`config.mk`:
```
export PLATFORM = sky130hd
export DESIGN_NAME = paddle_control
export DESIGN_NICKNAME = d
export VERILOG_FILES = /design/src/rtl/paddle_control.sv
export SDC_FILE = /design/constraint.sdc
export NUM_CORES = 1
export LEC_CHECK = 0
export BUFFER_PORTS_ARGS = -buffer_cell sky130_fd_sc_hd__clkbuf_2
export CORE_MARGIN = 8
export CORE_UTILIZATION = 53
export CTS_CLUSTER_DIAMETER = 30
export DETAILED_ROUTE_END_ITERATION = 16
export PLACE_DENSITY = 0.75
export RECOVER_POWER = 100
export SLEW_MARGIN = 0
export SYNTH_ARGS = -nofsm -noshare
export SYNTH_HDL_FRONTEND = slang
export SYNTH_SLANG_ARGS = --single-unit
```
`constraint.sdc`:
```
create_clock -name clk65MHz -period 3.85 [get_ports clk65MHz]
set_input_delay 0.5775 -clock clk65MHz [delete_from_list [all_inputs] [get_ports clk65MHz]]
set_output_delay 0.5775 -clock clk65MHz [all_outputs]
set_load 0.01 [all_outputs]
```
`src/rtl/paddle_control.sv`:
```
// Per-player paddle position: synchronised buttons drive a per-frame FSM with velocity ramp and screen clamping.
// Optional `PADDLE_AI_EN adds ai_mode/y_pos_of_ball so the paddle can track the ball instead of the buttons.
module paddle_control #(
    parameter int INIT_POS     = 384,
    parameter int PADDLE_HALF  = 48,
    parameter int SCREEN_H     = 768,
    parameter int V_MIN        = 2,
    parameter int V_MAX        = 8,
    parameter int ACCEL_FRAMES = 4
) (
    input  logic        clk65MHz,
    input  logic        rst,
    input  logic        end_of_frame,
    input  logic        btn_up,
    input  logic        btn_down,
    input  logic        screen_idle,
`ifdef PADDLE_AI_EN
    input  logic        ai_mode,
    input  logic [10:0] y_pos_of_ball,
`endif
    output logic [9:0]  pos_of_player
);

    localparam int VW      = $clog2(V_MAX + 1);
    localparam int CW      = (ACCEL_FRAMES > 1) ? $clog2(ACCEL_FRAMES) : 1;
    localparam int POS_MIN = PADDLE_HALF;
    localparam int POS_MAX = SCREEN_H - 1 - PADDLE_HALF;

    typedef enum logic [1:0] {IDLE, MOVE_UP, MOVE_DOWN} state_t;

    state_t          state, state_next, dir;
    logic [VW-1:0]   vel, vel_next, step_vel;
    logic [CW-1:0]   frame_cnt, cnt_next, step_cnt;
    logic [9:0]      pos_next;
    logic signed [10:0] pos_wide;
    logic [1:0]      up_sync, down_sync;
    logic            up_s, down_s, want_up, want_down;

    assign up_s   = up_sync[1];
    assign down_s = down_sync[1];

`ifdef PADDLE_AI_EN
    logic signed [11:0] ball_s, pos_s;
    assign ball_s = signed'({1'b0, y_pos_of_ball});
    assign pos_s  = signed'({2'b00, pos_of_player});
    assign want_up   = ai_mode ? (ball_s < pos_s - 12'sd8) : up_s;
    assign want_down = ai_mode ? (ball_s > pos_s + 12'sd8) : down_s;
`else
    assign want_up   = up_s;
    assign want_down = down_s;
`endif

    // NOTE: every output of this block gets a default first, so no path leaves a latch behind.
    always_comb begin
        state_next = state;
        vel_next   = vel;
        cnt_next   = frame_cnt;
        pos_next   = pos_of_player;
        dir        = IDLE;
        step_vel   = vel;
        step_cnt   = frame_cnt;
        pos_wide   = '0;
        if (screen_idle) begin
            state_next = IDLE;
            vel_next   = VW'(V_MIN);
            cnt_next   = '0;
            pos_next   = 10'(INIT_POS);
        end else if (end_of_frame) begin
            if (want_up ^ want_down) begin
                dir = want_up ? MOVE_UP : MOVE_DOWN;
                // A fresh direction always restarts the ramp, including this frame's move.
                if (state != dir) begin
                    step_vel = VW'(V_MIN);
                    step_cnt = '0;
                end
                if (want_up)
                    pos_wide = signed'({1'b0, pos_of_player}) - signed'(11'(step_vel));
                else
                    pos_wide = signed'({1'b0, pos_of_player}) + signed'(11'(step_vel));
                if (pos_wide < POS_MIN)
                    pos_next = 10'(POS_MIN);
                else if (pos_wide > POS_MAX)
                    pos_next = 10'(POS_MAX);
                else
                    pos_next = pos_wide[9:0];
                state_next = dir;
                if (step_cnt == CW'(ACCEL_FRAMES - 1)) begin
                    cnt_next = '0;
                    vel_next = (step_vel < VW'(V_MAX)) ? step_vel + 1'b1 : step_vel;
                end else begin
                    cnt_next = step_cnt + 1'b1;
                    vel_next = step_vel;
                end
            end else begin
                state_next = IDLE;
                vel_next   = VW'(V_MIN);
                cnt_next   = '0;
            end
        end
    end

    // NOTE: sequential state uses non-blocking assignments so every flop samples pre-edge values.
    always_ff @(posedge clk65MHz or posedge rst) begin
        if (rst) begin
            up_sync       <= '0;
            down_sync     <= '0;
            state         <= IDLE;
            vel           <= VW'(V_MIN);
            frame_cnt     <= '0;
            pos_of_player <= 10'(INIT_POS);
        end else begin
            up_sync       <= {up_sync[0], btn_up};
            down_sync     <= {down_sync[0], btn_down};
            state         <= state_next;
            vel           <= vel_next;
            frame_cnt     <= cnt_next;
            pos_of_player <= pos_next;
        end
    end

endmodule
```
# After elaboration in Yosys (flattened, before gate mapping)
# Cells that the tools add are included.
[word_totals]
register_bits = 22
n_memories = 0
mem_bits_rw = 0
output_inout_bits = 10
rom_bits = 0
in_bits = 6
latchBits = 0
[classes]
reduce_logical = 3
div_mod_pow = 0
order_cmp = 3
eq_ne = 2
shift = 0
addsub = 4
n_mux = 30
n_mul = 0
n_bitwise = 1
[ops]
columns = ["operator", "count"]
rows = [
  ["10-bit two-way mux", 5],
  ["11-bit two-way mux", 4],
  ["4-bit two-way mux", 9],
  ["2-bit two-way mux", 12],
  ["10-bit by 4-bit adder with 11-bit output", 1],
  ["11-bit > comparator, second input constant", 1],
  ["11-bit by 7-bit less-than comparator with 1-bit output, second input constant", 1],
  ["10-bit by 4-bit subtractor with 11-bit output", 1],
  ["4-bit by 1-bit adder with 4-bit output, second input constant", 1],
  ["4-bit less-than comparator, second input constant", 1],
  ["2-bit nonzero test", 2],
  ["2-bit by 1-bit adder with 2-bit output, second input constant", 1],
  ["2-bit equality test, second input constant", 1],
  ["2-bit inequality test", 1],
  ["2-bit AND reduction", 1],
  ["1-bit bitwise XOR", 1],
]

# Longest topological paths before layout
# Gate-level depths: netlist (run 1).
[logic_depth]
depth_word = 17
mapped_depth = 19
ltp_nobuf = 16

# Worst setup path before layout (run 1)
# Ideal clock, no wire load.
[synth_path]
kind = "register -> register"
start = "reg up_sync[1]"
end = "reg pos_of_player[5]"
slack_ns = 0.111
path_buffers = 2
arrival_ns = 3.615
path_stages_with_launch = 17
path_cell_list = "dfrtp_1 clkbuf_1 nand2_1 o21ai_0 clkbuf_1 nand2b_1 nor3_1 ha_1 nor2b_1 a31oi_1 ha_1 and3_1 a221oi_4 xor2_1 o41ai_2 a211oi_1 o31a_1"
[synth_via]
elab_chain_cells = 17
[synth_rtl]
columns = ["item", "line_no", "text"]
rows = [
  ["start, declared", "36", "logic [1:0] up_sync, down_sync;"],
  ["start signal, assigned", "112", "up_sync <= {up_sync[0], btn_up};"],
  ["2-bit two-way mux", "70", "dir = want_up ? MOVE_UP : MOVE_DOWN;"],
  ["2-bit inequality test", "72", "if (state != dir) begin"],
  ["4-bit two-way mux", "72", ""],
  ["4-bit two-way mux", "69", "if (want_up ^ want_down) begin"],
  ["4-bit two-way mux", "68", "end else if (end_of_frame) begin"],
  ["4-bit two-way mux", "63", "if (screen_idle) begin"],
  ["10-bit by 4-bit adder with 11-bit output or 10-bit by 4-bit subtractor with 11-bit output (tied branches)", "79, 77", ""],
  ["11-bit two-way mux", "76", "if (want_up)"],
  ["11-bit two-way mux", "69", ""],
  ["11-bit two-way mux", "68", ""],
  ["11-bit two-way mux", "63", ""],
  ["11-bit > comparator", "82", "else if (pos_wide > POS_MAX)"],
  ["10-bit two-way mux", "82", ""],
  ["10-bit two-way mux", "80", "if (pos_wide < POS_MIN)"],
  ["10-bit two-way mux", "69", ""],
  ["10-bit two-way mux", "68", ""],
  ["10-bit two-way mux", "63", ""],
  ["end signal, assigned", "110", "pos_of_player <= 10'(INIT_POS);"],
  ["end signal, assigned", "117", "pos_of_player <= pos_next;"],
  ["end, declared", "21", "output logic [9:0] pos_of_player"],
]
# Several ways; a longest one is shown, not always the timed one. The select of a mux whose other input is x is not followed.
# A chain may end at the register's enable or synchronous reset.

# Worst setup path in the final report (run 1)
[layout_path]
start = "reg state[0]"
end = "reg pos_of_player[1]"
[layout_via]
elab_chain_cells = 16
[layout_rtl]
columns = ["item", "line_no", "text"]
rows = [
  ["start, declared", "31", "state_t state, state_next, dir;"],
  ["start signal, assigned", "114", "state <= state_next;"],
  ["2-bit inequality test (*)", "72", ""],
  ["4-bit two-way mux (*)", "72", ""],
  ["4-bit two-way mux (*)", "69", ""],
  ["4-bit two-way mux (*)", "68", ""],
  ["4-bit two-way mux (*)", "63", ""],
  ["10-bit by 4-bit adder with 11-bit output or 10-bit by 4-bit subtractor with 11-bit output (tied branches)", "79, 77", ""],
  ["11-bit two-way mux (*)", "76", ""],
  ["11-bit two-way mux (*)", "69", ""],
  ["11-bit two-way mux (*)", "68", ""],
  ["11-bit two-way mux (*)", "63", ""],
  ["11-bit > comparator", "82", ""],
  ["10-bit two-way mux", "82", ""],
  ["10-bit two-way mux (*)", "80", ""],
  ["10-bit two-way mux (*)", "69", ""],
  ["10-bit two-way mux (*)", "68", ""],
  ["10-bit two-way mux (*)", "63", ""],
]
# Mark *: on every way between the ends. The rest lies on a longest branch, timed or not. The select of a mux whose other input is x is not followed.

==> results of run 1 <==
==> stage by stage <==
step                instance area (sq um)  setup slack, ns  hold slack, ns  power, mW  instances
finish                               2040            0.164           0.354      0.665        271
global route                         2040          -0.0196           0.339      0.700        271
CTS                                  1940           0.0736           0.351      0.628        261
detailed placement                   1900            0.113           0.350      0.495        257
global placement                     1900            0.254           0.343      0.487        257
floorplan                            1750            0.111           0.331      0.432        196
==> sequential cells by signal (all words and copies together) (netlist names) <==
name and flops:
down_sync 2, vel 4, frame_cnt 2, up_sync 2, state 2, pos_of_player 10
==> cell usage after synthesis (2+ instances only) <==
library cell	n	share of area [%]
a21o_1	4	1.7
o21ai_1	6	1.7
inv_1	10	2.1
and2_1	2	0.72
o31a_1	4	2.0
xor2_1	5	2.5
nand2b_1	4	1.4
a31oi_1	3	1.1
mux2i_1	2	1.1
or2_1	3	1.1
a21oi_1	10	2.9
nor2_1	16	3.4
ha_1	16	11
nand2_1	24	5.2
and3_1	4	1.4
nor3_1	4	1.1
o21a_1	3	1.3
dfrtp_1	19	27
dfstp_2	3	4.5
nor2b_1	3	1.1
clkbuf_1	5	1.1
o21ai_0	14	4.0
or4_1	2	0.86
==> kinds of logic after synthesis <==
kind of cell / Yosys count
multiplexers: 3
buffers and inverters: 16
adder cells (fa/ha/maj): 17
XOR/XNOR: 7
flip-flops: 22
AND/OR/NAND/NOR: 68
AO/OA/AOI/OAI: 63
==> worst max-delay path by stage <==
stage | slack (ns) | from | end | depth (start not counted)
floorplan | 0.11 | up_sync[1] | pos_of_player[5] | 16
global placement | 0.25 | up_sync[1] | pos_of_player[0] | 16
detailed placement | 0.11 | up_sync[1] | pos_of_player[0] | 16
CTS | 0.07 | state[0] | pos_of_player[0] | 16
global route | -0.02 | state[0] | pos_of_player[0] | 16
finish | 0.16 | state[0] | pos_of_player[1] | 16
==> worst max-delay path: stages, from the launching register on <==
cell and delay (ns):
dfrtp_1 0.43, nor2_1 0.11, nand2_1 0.07, o21ai_0 0.10, nand2b_1 0.15, nor3_1 0.17, ha_1 0.25, nor2b_1 0.13
a31oi_1 0.23, ha_1 0.31, and3_1 0.19, a221oi_4 0.32, o21bai_2 0.12, xnor2_2 0.27, nand3_2 0.16, o31ai_4 0.42
o21ai_1 0.13
==> power groups by stage <==
stage          combinational [mW]  sequential, mW  clock (mW)
3_3_place_gp                0.227           0.260           0
3_5_place_dp                0.235           0.260           0
6_report                    0.276           0.255       0.133
4_1_cts                     0.236           0.256       0.136
5_1_grt                     0.298           0.257       0.145
2_1_floorplan               0.170           0.262           0
==> final cells by class <==
| cell class | count | area share, % |
|---|---|---|
| clock buffers | 4 | 1.78 |
| repair buffers | 31 | 8.88 |
| multi-input cells | 158 | 57.5 |
| flip-flops and latches | 22 | 27.1 |
| well taps | 46 | 2.82 |
| inverters | 10 | 1.84 |
==> metal layers <==
layer  vias to the layer above  part of all wire [%]  track usage [%]
met5                         -                     0                0
met4                         0                   1.6             7.54
met3                         6                   4.3             3.27
met2                        40                    51             28.0
met1                       798                    43             21.2
li1                        762                     -                -
==> what timing repair did <==
action	CTS	global route
setup buffers	0	10
resized for setup	0	11
setup endpoints to repair	0	9
==> flow_summary.json, run 1 <==
{
  "hold_buffers": 0,
  "synthFlopType": "dfrtp_1",
  "reg2reg_from": "state[0]",
  "clkSinkCount": 22,
  "die_w_microns": 73.4,
  "worstHoldStart": "btn_down",
  "synthAdderAreaFrac_pct": 12.6,
  "p_per_area_mw_per_mm2": 326,
  "finalNetCount": 249,
  "nFillCells": 300,
  "maxCapViolations": 0,
  "syn_area_sq_mm": 0.00175,
  "synthXorXnorAreaFrac_pct": 3.94,
  "cts_tree": "done",
  "grt_max_degree": 23,
  "yosys_warnings": 0,
  "finalSetupTns_ns": 0,
  "finalSetupViolCount": 0,
  "synth-compound-area-share_pct": 27.1,
  "grt-ovfl-total": 0,
  "worstHoldPathType": "input pin to register",
  "portBuffers": 15,
  "syn_inst": 196,
  "path_max_fanout": 5,
  "clk_path_buf_depth": 2,
  "root_buffer": "clkbuf_4",
  "ant_nets": 0,
  "dr.first_iter.drc_count": 105,
  "rows": 21,
  "irDropWorstVdd_uv": 182,
  "fp.coreArea_sq_mm": 0.00326,
  "seqPwrFrac_pct": 38.4,
  "finalCritPeriodShare_pct": 95.7,
  "ff2ff_setup_slack_ns": 0.16,
  "startpoint_type": "register",
  "drcViolationCount": 0,
  "yosysSeqAreaShare_pct": 31.7,
  "place_congestion": 0.966,
  "postLayoutCoreUtil_pct": 62.7,
  "slew_headroom_pct": 44.9,
  "tightest_slew_ns": 0.826,
  "dieArea_sq_mm": 0.00539,
  "h-tree-depth": 1,
  "drive_gt1_share_pct": 20.9,
  "min_to": "down_sync[0]",
  "finalHoldViolCount": 0,
  "ff_latch_area_sq_um": 554,
  "synth_seq_cells": 22,
  "clock_latency_ns": 0.33,
  "initial_core_util_pct": 53.6,
  "endpoint_kind": "register",
  "comb_power_share_pct": 41.6,
  "finalClockSkew_ns": 0.00846,
  "vias": 1606,
  "r2r_cells": 16,
  "min_path_cells": 1,
  "dr.pass1.iters": 4,
  "die_y_microns": 73.4,
  "critical_path_class": "register to register",
  "layout_commonest_cell": "nand2_1",
  "outcome": "finished clean",
  "synth_edf_count": 0,
  "p_int_uw": 422,
  "io_pins": 16,
  "synthArstFlopShare_pct": 100,
  "hpwl_mm": 3.27,
  "clkTransAtPathRegs_ns": 0.13,
  "grt_pass1_vias": 1538,
  "antenna_cells": 0,
  "switching_share_pct": 36.5,
  "viasPerCell": 5.93,
  "syn2layout_area_growth_pct": 16.8,
  "p_sw_uw": 243,
  "synth_area_per_cell_sq_um": 8.92,
  "synth_top_family_by_area": "compound AO/OA/AOI/OAI gates",
  "wire_per_inst_microns": 16.0,
  "antenna_found_initial": 0,
  "cts_made_buffers": 3,
  "synth.mux.area_fraction_pct": 1.79,
  "finalWirelength_mm": 4.33,
  "power_frac_clock_pct": 20.1,
  "layout_common_cells": "23 x nand2_1, 19 x dfrtp_1, 15 x ha_1, 15 x buf_4, 14 x nor2_1",
  "fmax_mhz": 271,
  "crit_required_ns": 4.05,
  "synth.distinct_cells": 53,
  "grt_pass1_wl_mm": 7.20,
  "maxSlewViolCount": 0,
  "r2r-end": "pos_of_player[1]",
  "yosys.area_share.simple_pct": 19.3,
  "leakage_nw": 0.945,
  "min_period_ns": 3.69,
  "synth_nets": 219,
  "critical_path_arrival_ns": 3.89,
  "multi_input_area_sq_mm": 0.00117,
  "track_usage_pct": 17.1
}
(Power assumes the default switching activity.)
==> inputs of run 2 (changes only) <==
--- a/config.mk
+++ b/config.mk
@@ -12,6 +12,7 @@
 export DETAILED_ROUTE_END_ITERATION = 16
 export PLACE_DENSITY = 0.75
 export RECOVER_POWER = 100
+export REMOVE_ABC_BUFFERS = 1
 export SLEW_MARGIN = 0
 export SYNTH_ARGS = -nofsm -noshare
 export SYNTH_HDL_FRONTEND = slang
==> run 2 against run 1 <==
Effect of this change: non-clock buffer count decreased by 1; wire length rose by 0.58%; die area is the same; sequential share of layout area grew 0.22 points; first-iteration DRC count increased by 20%; power decreased by 1.9%; setup slack improved by 0.072 ns; clock power hardly changed; via count is 2.1% lower; sequential power hardly changed; sequential cell count stayed put; largest cell class unchanged; highest routed layer unchanged.
==> flow_summary.json, run 2 (synthesis gave the netlist of run 1 again) <==
{
  "outcome": "finished clean",
  "maxSlewViolCount": 0,
  "grt-ovfl-total": 0,
  "clk_path_buf_depth": 2,
  "dr.first_iter.drc_count": 126,
  "grt_pass1_wl_mm": 6.96,
  "top_regs": "pos_of_player: 10 flops, vel: 4 flops",
  "r2r-end": "pos_of_player[2]",
  "path_max_fanout": 6,
  "cts_made_buffers": 3,
  "top_register": "pos_of_player",
  "die_w_microns": 73.4,
  "place_area_sq_mm": 0.00190,
  "grt_pass1_vias": 1535,
  "irDropWorstVdd_uv": 212,
  "io_pins": 16,
  "critical_path_class": "register to register",
  "clkTransAtPathRegs_ns": 0.13,
  "min_period_ns": 3.61,
  "finalHoldViolCount": 0,
  "fmax_mhz": 277,
  "instances_no_fill": 270,
  "layout_common_cells": "23 x nand2_1, 19 x dfrtp_1, 15 x nor2_1, 15 x ha_1, 13 x buf_4",
  "antenna_found_initial": 0,
  "initial_core_util_pct": 53.6,
  "wire_per_inst_microns": 16.1,
  "viasPerCell": 5.83,
  "finalWirelength_mm": 4.36,
  "drive_gt1_share_pct": 21.0,
  "track_usage_pct": 16.2,
  "dr.pass1.iters": 4,
  "antenna_cells": 0,
  "layout_commonest_cell": "nand2_1",
  "syn2layout_area_growth_pct": 15.9,
  "finalCritPeriodShare_pct": 93.9,
  "fp.coreArea_sq_mm": 0.00326,
  "place_congestion": 0.931,
  "p_per_area_mw_per_mm2": 322,
  "vias": 1573,
  "root_buffer": "clkbuf_4",
  "reg2reg_from": "up_sync[1]",
  "r2r_cells": 16,
  "critical_path_arrival_ns": 3.82,
  "tightest_slew_ns": 0.800,
  "ff2ff_setup_slack_ns": 0.24,
  "leakage_nw": 0.940,
  "worstHoldStart": "btn_up",
  "die_y_microns": 73.4,
  "dp_cells": 257,
  "dieArea_sq_mm": 0.00539,
  "ant_nets": 0,
  "finalSetupViolCount": 0,
  "hpwl_mm": 3.20,
  "worstHoldPathType": "input pin to register",
  "grt_max_degree": 23,
  "endpoint_kind": "register",
  "finalNetCount": 248,
  "clkSinkCount": 22,
  "min_path_cells": 1,
  "rows": 21,
  "clock_latency_ns": 0.32,
  "h-tree-depth": 1,
  "crit_required_ns": 4.06,
  "slew_headroom_pct": 46.6,
  "finalClockSkew_ns": 0.00248,
  "min_to": "up_sync[0]",
  "hold_buffers": 0,
  "startpoint_type": "register",
  "portBuffers": 15,
  "largest_register_ff_count": 10,
  "design_area_sq_mm": 0.00203,
  "maxCapViolations": 0,
  "drcViolationCount": 0,
  "cts_tree": "done"
}
==> run 2: worst max-delay path by stage <==
stage                from                to  depth (start not counted)
4_1_cts        up_sync[1]  pos_of_player[5]                         13
5_1_grt        up_sync[1]  pos_of_player[0]                         15
3_5_place_dp   up_sync[1]  pos_of_player[5]                         13
2_1_floorplan  up_sync[1]  pos_of_player[5]                         14
6_report       up_sync[1]  pos_of_player[2]                         16
3_3_place_gp   up_sync[1]  pos_of_player[5]                         13
==> run 2: what timing repair did <==
| action | in CTS | in global routing |
|---|---|---|
| resized for setup | 0 | 11 |
| endpoints found under the setup margin | 0 | 9 |
| setup buffers | 0 | 9 |
| endpoints found under the hold margin | 0 | 0 |
==> run 2: worst max-delay path: stages, from the launching register on <==
cell and delay [ns]:
dfrtp_1 0.43, nor2_1 0.11, nand2_1 0.05, o21ai_1 0.13, buf_4 0.18, nand2_1 0.09
ha_1 0.30, nor2b_1 0.12, a31oi_1 0.19, ha_1 0.31, and3_1 0.19, a221oi_4 0.31
o21bai_2 0.11, xnor2_2 0.32, nand3_2 0.16, o31ai_4 0.37, o21ai_1 0.12
==> run 2: routing by layer <==
layer / global-route usage [%] / vias up / wire, microns
met2: 26.0 / 43 / 2120
met4: 7.10 / 0 / 120
met5: 0 / - / 0
met1: 20.6 / 750 / 1960
li1: - / 768 / -
met3: 2.73 / 12 / 156
==> run 2: per-stage QoR <==
stage                     total power [mW]  setup TNS (ns)  setup WS, ns  util, %  hold WS, ns
final                                0.652               0         0.236     62.2        0.355
after global routing                 0.689         -0.0679       -0.0371     62.2        0.340
after CTS                            0.627               0        0.0347     59.4        0.352
after detailed placement             0.493               0        0.0781     58.3        0.342
after global placement               0.488               0         0.127     58.3        0.338
after floorplan                      0.428               0       0.00943        -        0.331
==> run 2: power by group <==
| part | total, mW | internal, mW | leakage, nW | switching [mW] |
|---|---|---|---|---|
| registers | 0.256 | 0.244 | 0.281 | 0.0115 |
| clock network | 0.133 | 0.0579 | 0.0210 | 0.0754 |
| logic | 0.263 | 0.110 | 0.638 | 0.153 |
==> run 2: layout make-up <==
type	instances	area, sq um
Multi-Input combinational cell	158	1170
Tap cell	46	57.6
Fill cell	295	1230
Clock buffer	4	36.3
Inverter	10	37.5
Timing Repair Buffer	30	174
Sequential cell	22	554
==> inputs of run 3 (changes only) <==
--- a/config.mk
+++ b/config.mk
@@ -10,6 +10,7 @@
 export CORE_UTILIZATION = 53
 export CTS_CLUSTER_DIAMETER = 30
 export DETAILED_ROUTE_END_ITERATION = 16
+export GPL_TIMING_DRIVEN = 0
 export PLACE_DENSITY = 0.75
 export RECOVER_POWER = 100
 export REMOVE_ABC_BUFFERS = 1
==> run 3 against run 2 <==
Effect of this change: count of clock-buffer cells in the layout did not move; clock skew hardly changed; first-iteration DRC count fell by 19%; fmax shrank 1.2%; setup slack got worse by 0.045 ns; critical path depth increased by 1; cell area up 3.6%; sequential share of layout area shrank 0.89 points; global-route usage up 0.32 points; sequential cell count did not move.
==> flow_summary.json, run 3 (synthesis gave the netlist of run 1 again) <==
{
  "clkTransAtPathRegs_ns": 0.11,
  "drcViolationCount": 0,
  "critical_path_arrival_ns": 3.90,
  "leakage_nw": 0.988,
  "clock_latency_ns": 0.30,
  "whs_ns": 0.370,
  "layout_commonest_cell": "nand2_1",
  "grt-ovfl-total": 0,
  "viasPerCell": 6.00,
  "maxSlewViolCount": 0,
  "largest_register_ff_count": 10,
  "wire_per_inst_microns": 16.1,
  "grt_pass1_wl_mm": 7.00,
  "ff_latch_area_sq_um": 556,
  "fmax_mhz": 273,
  "worstHoldPathType": "register to register",
  "nFillCells": 290,
  "clkSinkCount": 22,
  "clk_path_buf_depth": 2,
  "totalPowerFinal_uw": 649,
  "cts_tree": "done",
  "ant_nets": 0,
  "multi_input_area_sq_mm": 0.00124,
  "die_y_microns": 73.4,
  "initial_core_util_pct": 53.6,
  "outcome": "finished clean",
  "antenna_cells": 0,
  "fp.coreArea_sq_mm": 0.00326,
  "p_per_area_mw_per_mm2": 309,
  "finalCritPeriodShare_pct": 95.1,
  "cts_made_buffers": 3,
  "slew_headroom_pct": 47.5,
  "place_congestion": 0.846,
  "antenna_found_initial": 0,
  "syn2layout_area_growth_pct": 20.0,
  "place_area_sq_mm": 0.00185,
  "irDropWorstVdd_uv": 205,
  "root_buffer": "clkbuf_4",
  "finalClockSkew_ns": 0.00239,
  "tightest_slew_ns": 0.786,
  "crit_required_ns": 4.09,
  "instances_no_fill": 268,
  "layout_common_cells": "23 x nand2_1, 18 x dfrtp_1, 15 x nor2_1, 15 x ha_1, 15 x clkbuf_2",
  "grt_max_degree": 23,
  "track_usage_pct": 16.5,
  "finalSetupTns_ns": 0,
  "ff2ff_setup_slack_ns": 0.19,
  "top_regs": "pos_of_player: 10 flops, vel: 4 flops",
  "io_pins": 16,
  "dr.pass1.iters": 5,
  "critical_path_class": "register to register",
  "finalNetCount": 246,
  "dp_cells": 251,
  "drive_gt1_share_pct": 28.4,
  "path_max_fanout": 8,
  "die_w_microns": 73.4,
  "finalHoldViolCount": 0,
  "h-tree-depth": 1,
  "grt_pass1_vias": 1571,
  "finalSetupViolCount": 0,
  "vias": 1607,
  "dieArea_sq_mm": 0.00539,
  "rows": 21,
  "endpoint_kind": "register",
  "min_period_ns": 3.66,
  "startpoint_type": "register",
  "dr.first_iter.drc_count": 102,
  "hpwl_mm": 3.13,
  "maxCapViolations": 0,
  "finalWirelength_mm": 4.32,
  "portBuffers": 15,
  "design_area_sq_mm": 0.00210,
  "top_register": "pos_of_player"
}
[run 3: path summary, 6_finish.rpt]
kind | from | endpoint | cells past startpoint
min in group asynchronous | rst | down_sync[0] | 2
hold / removal | down_sync[0] | down_sync[1] | 0
setup / recovery | up_sync[1] | pos_of_player[5] | 17
max in group asynchronous | rst | up_sync[1] | 2
hold reg to reg | down_sync[0] | down_sync[1] | 0
setup reg to reg | up_sync[1] | pos_of_player[5] | 17
[run 3: critical path: stages (launching register included)]
cell      delay (ns)
dfrtp_2         0.44
nand2_1         0.11
o21ai_4         0.26
nand2b_4        0.10
nor3_2          0.11
ha_1            0.24
nor2b_1         0.13
a31oi_1         0.20
ha_1            0.31
and3_1          0.19
a221oi_4        0.33
o21bai_1        0.17
xnor2_2         0.23
buf_4           0.17
o41ai_4         0.06
buf_4           0.17
a211oi_2        0.23
o31a_1          0.15
[run 3: area by class of cell]
cell class / count / area share (%)
Timing Repair Buffer: 28 / 8.41
Tap cell: 46 / 2.74
Clock buffer: 4 / 1.25
Inverter: 10 / 1.79
Sequential cell: 22 / 26.5
Multi-Input combinational cell: 158 / 59.3
[run 3: metal layers]
layer | wire length, microns | global-route usage [%] | vias up | share of wire (%)
li1 | - | - | 758 | -
met1 | 1780 | 19.4 | 766 | 41
met2 | 2200 | 28.6 | 74 | 51
met3 | 276 | 3.55 | 9 | 6.4
met4 | 59 | 5.99 | 0 | 1.4
met5 | 0 | 0 | - | 0
[run 3: per-stage QoR]
stage	worst slack (ns)	util, %
2_1_floorplan	0.00943	-
3_3_place_gp	-0.655	56.9
3_5_place_dp	-0.830	56.9
4_1_cts	0.0374	59.8
5_1_grt	-0.00699	64.4
6_report	0.190	64.4
[run 3: power by group]
| group | internal (mW) | leakage [nW] | switching (mW) |
|---|---|---|---|
| Sequential | 0.245 | 0.283 | 0.0123 |
| Combinational | 0.124 | 0.691 | 0.163 |
| Clock | 0.0404 | 0.0150 | 0.0638 |
[run 3: timing repair]
item | 4_1_cts | 5_1_grt
resized for setup | 9 | 15
setup buffers | 3 | 10
endpoints found under the setup margin | 10 | 9
pin swaps | 3 | 9
hold buffers | 0 | 0
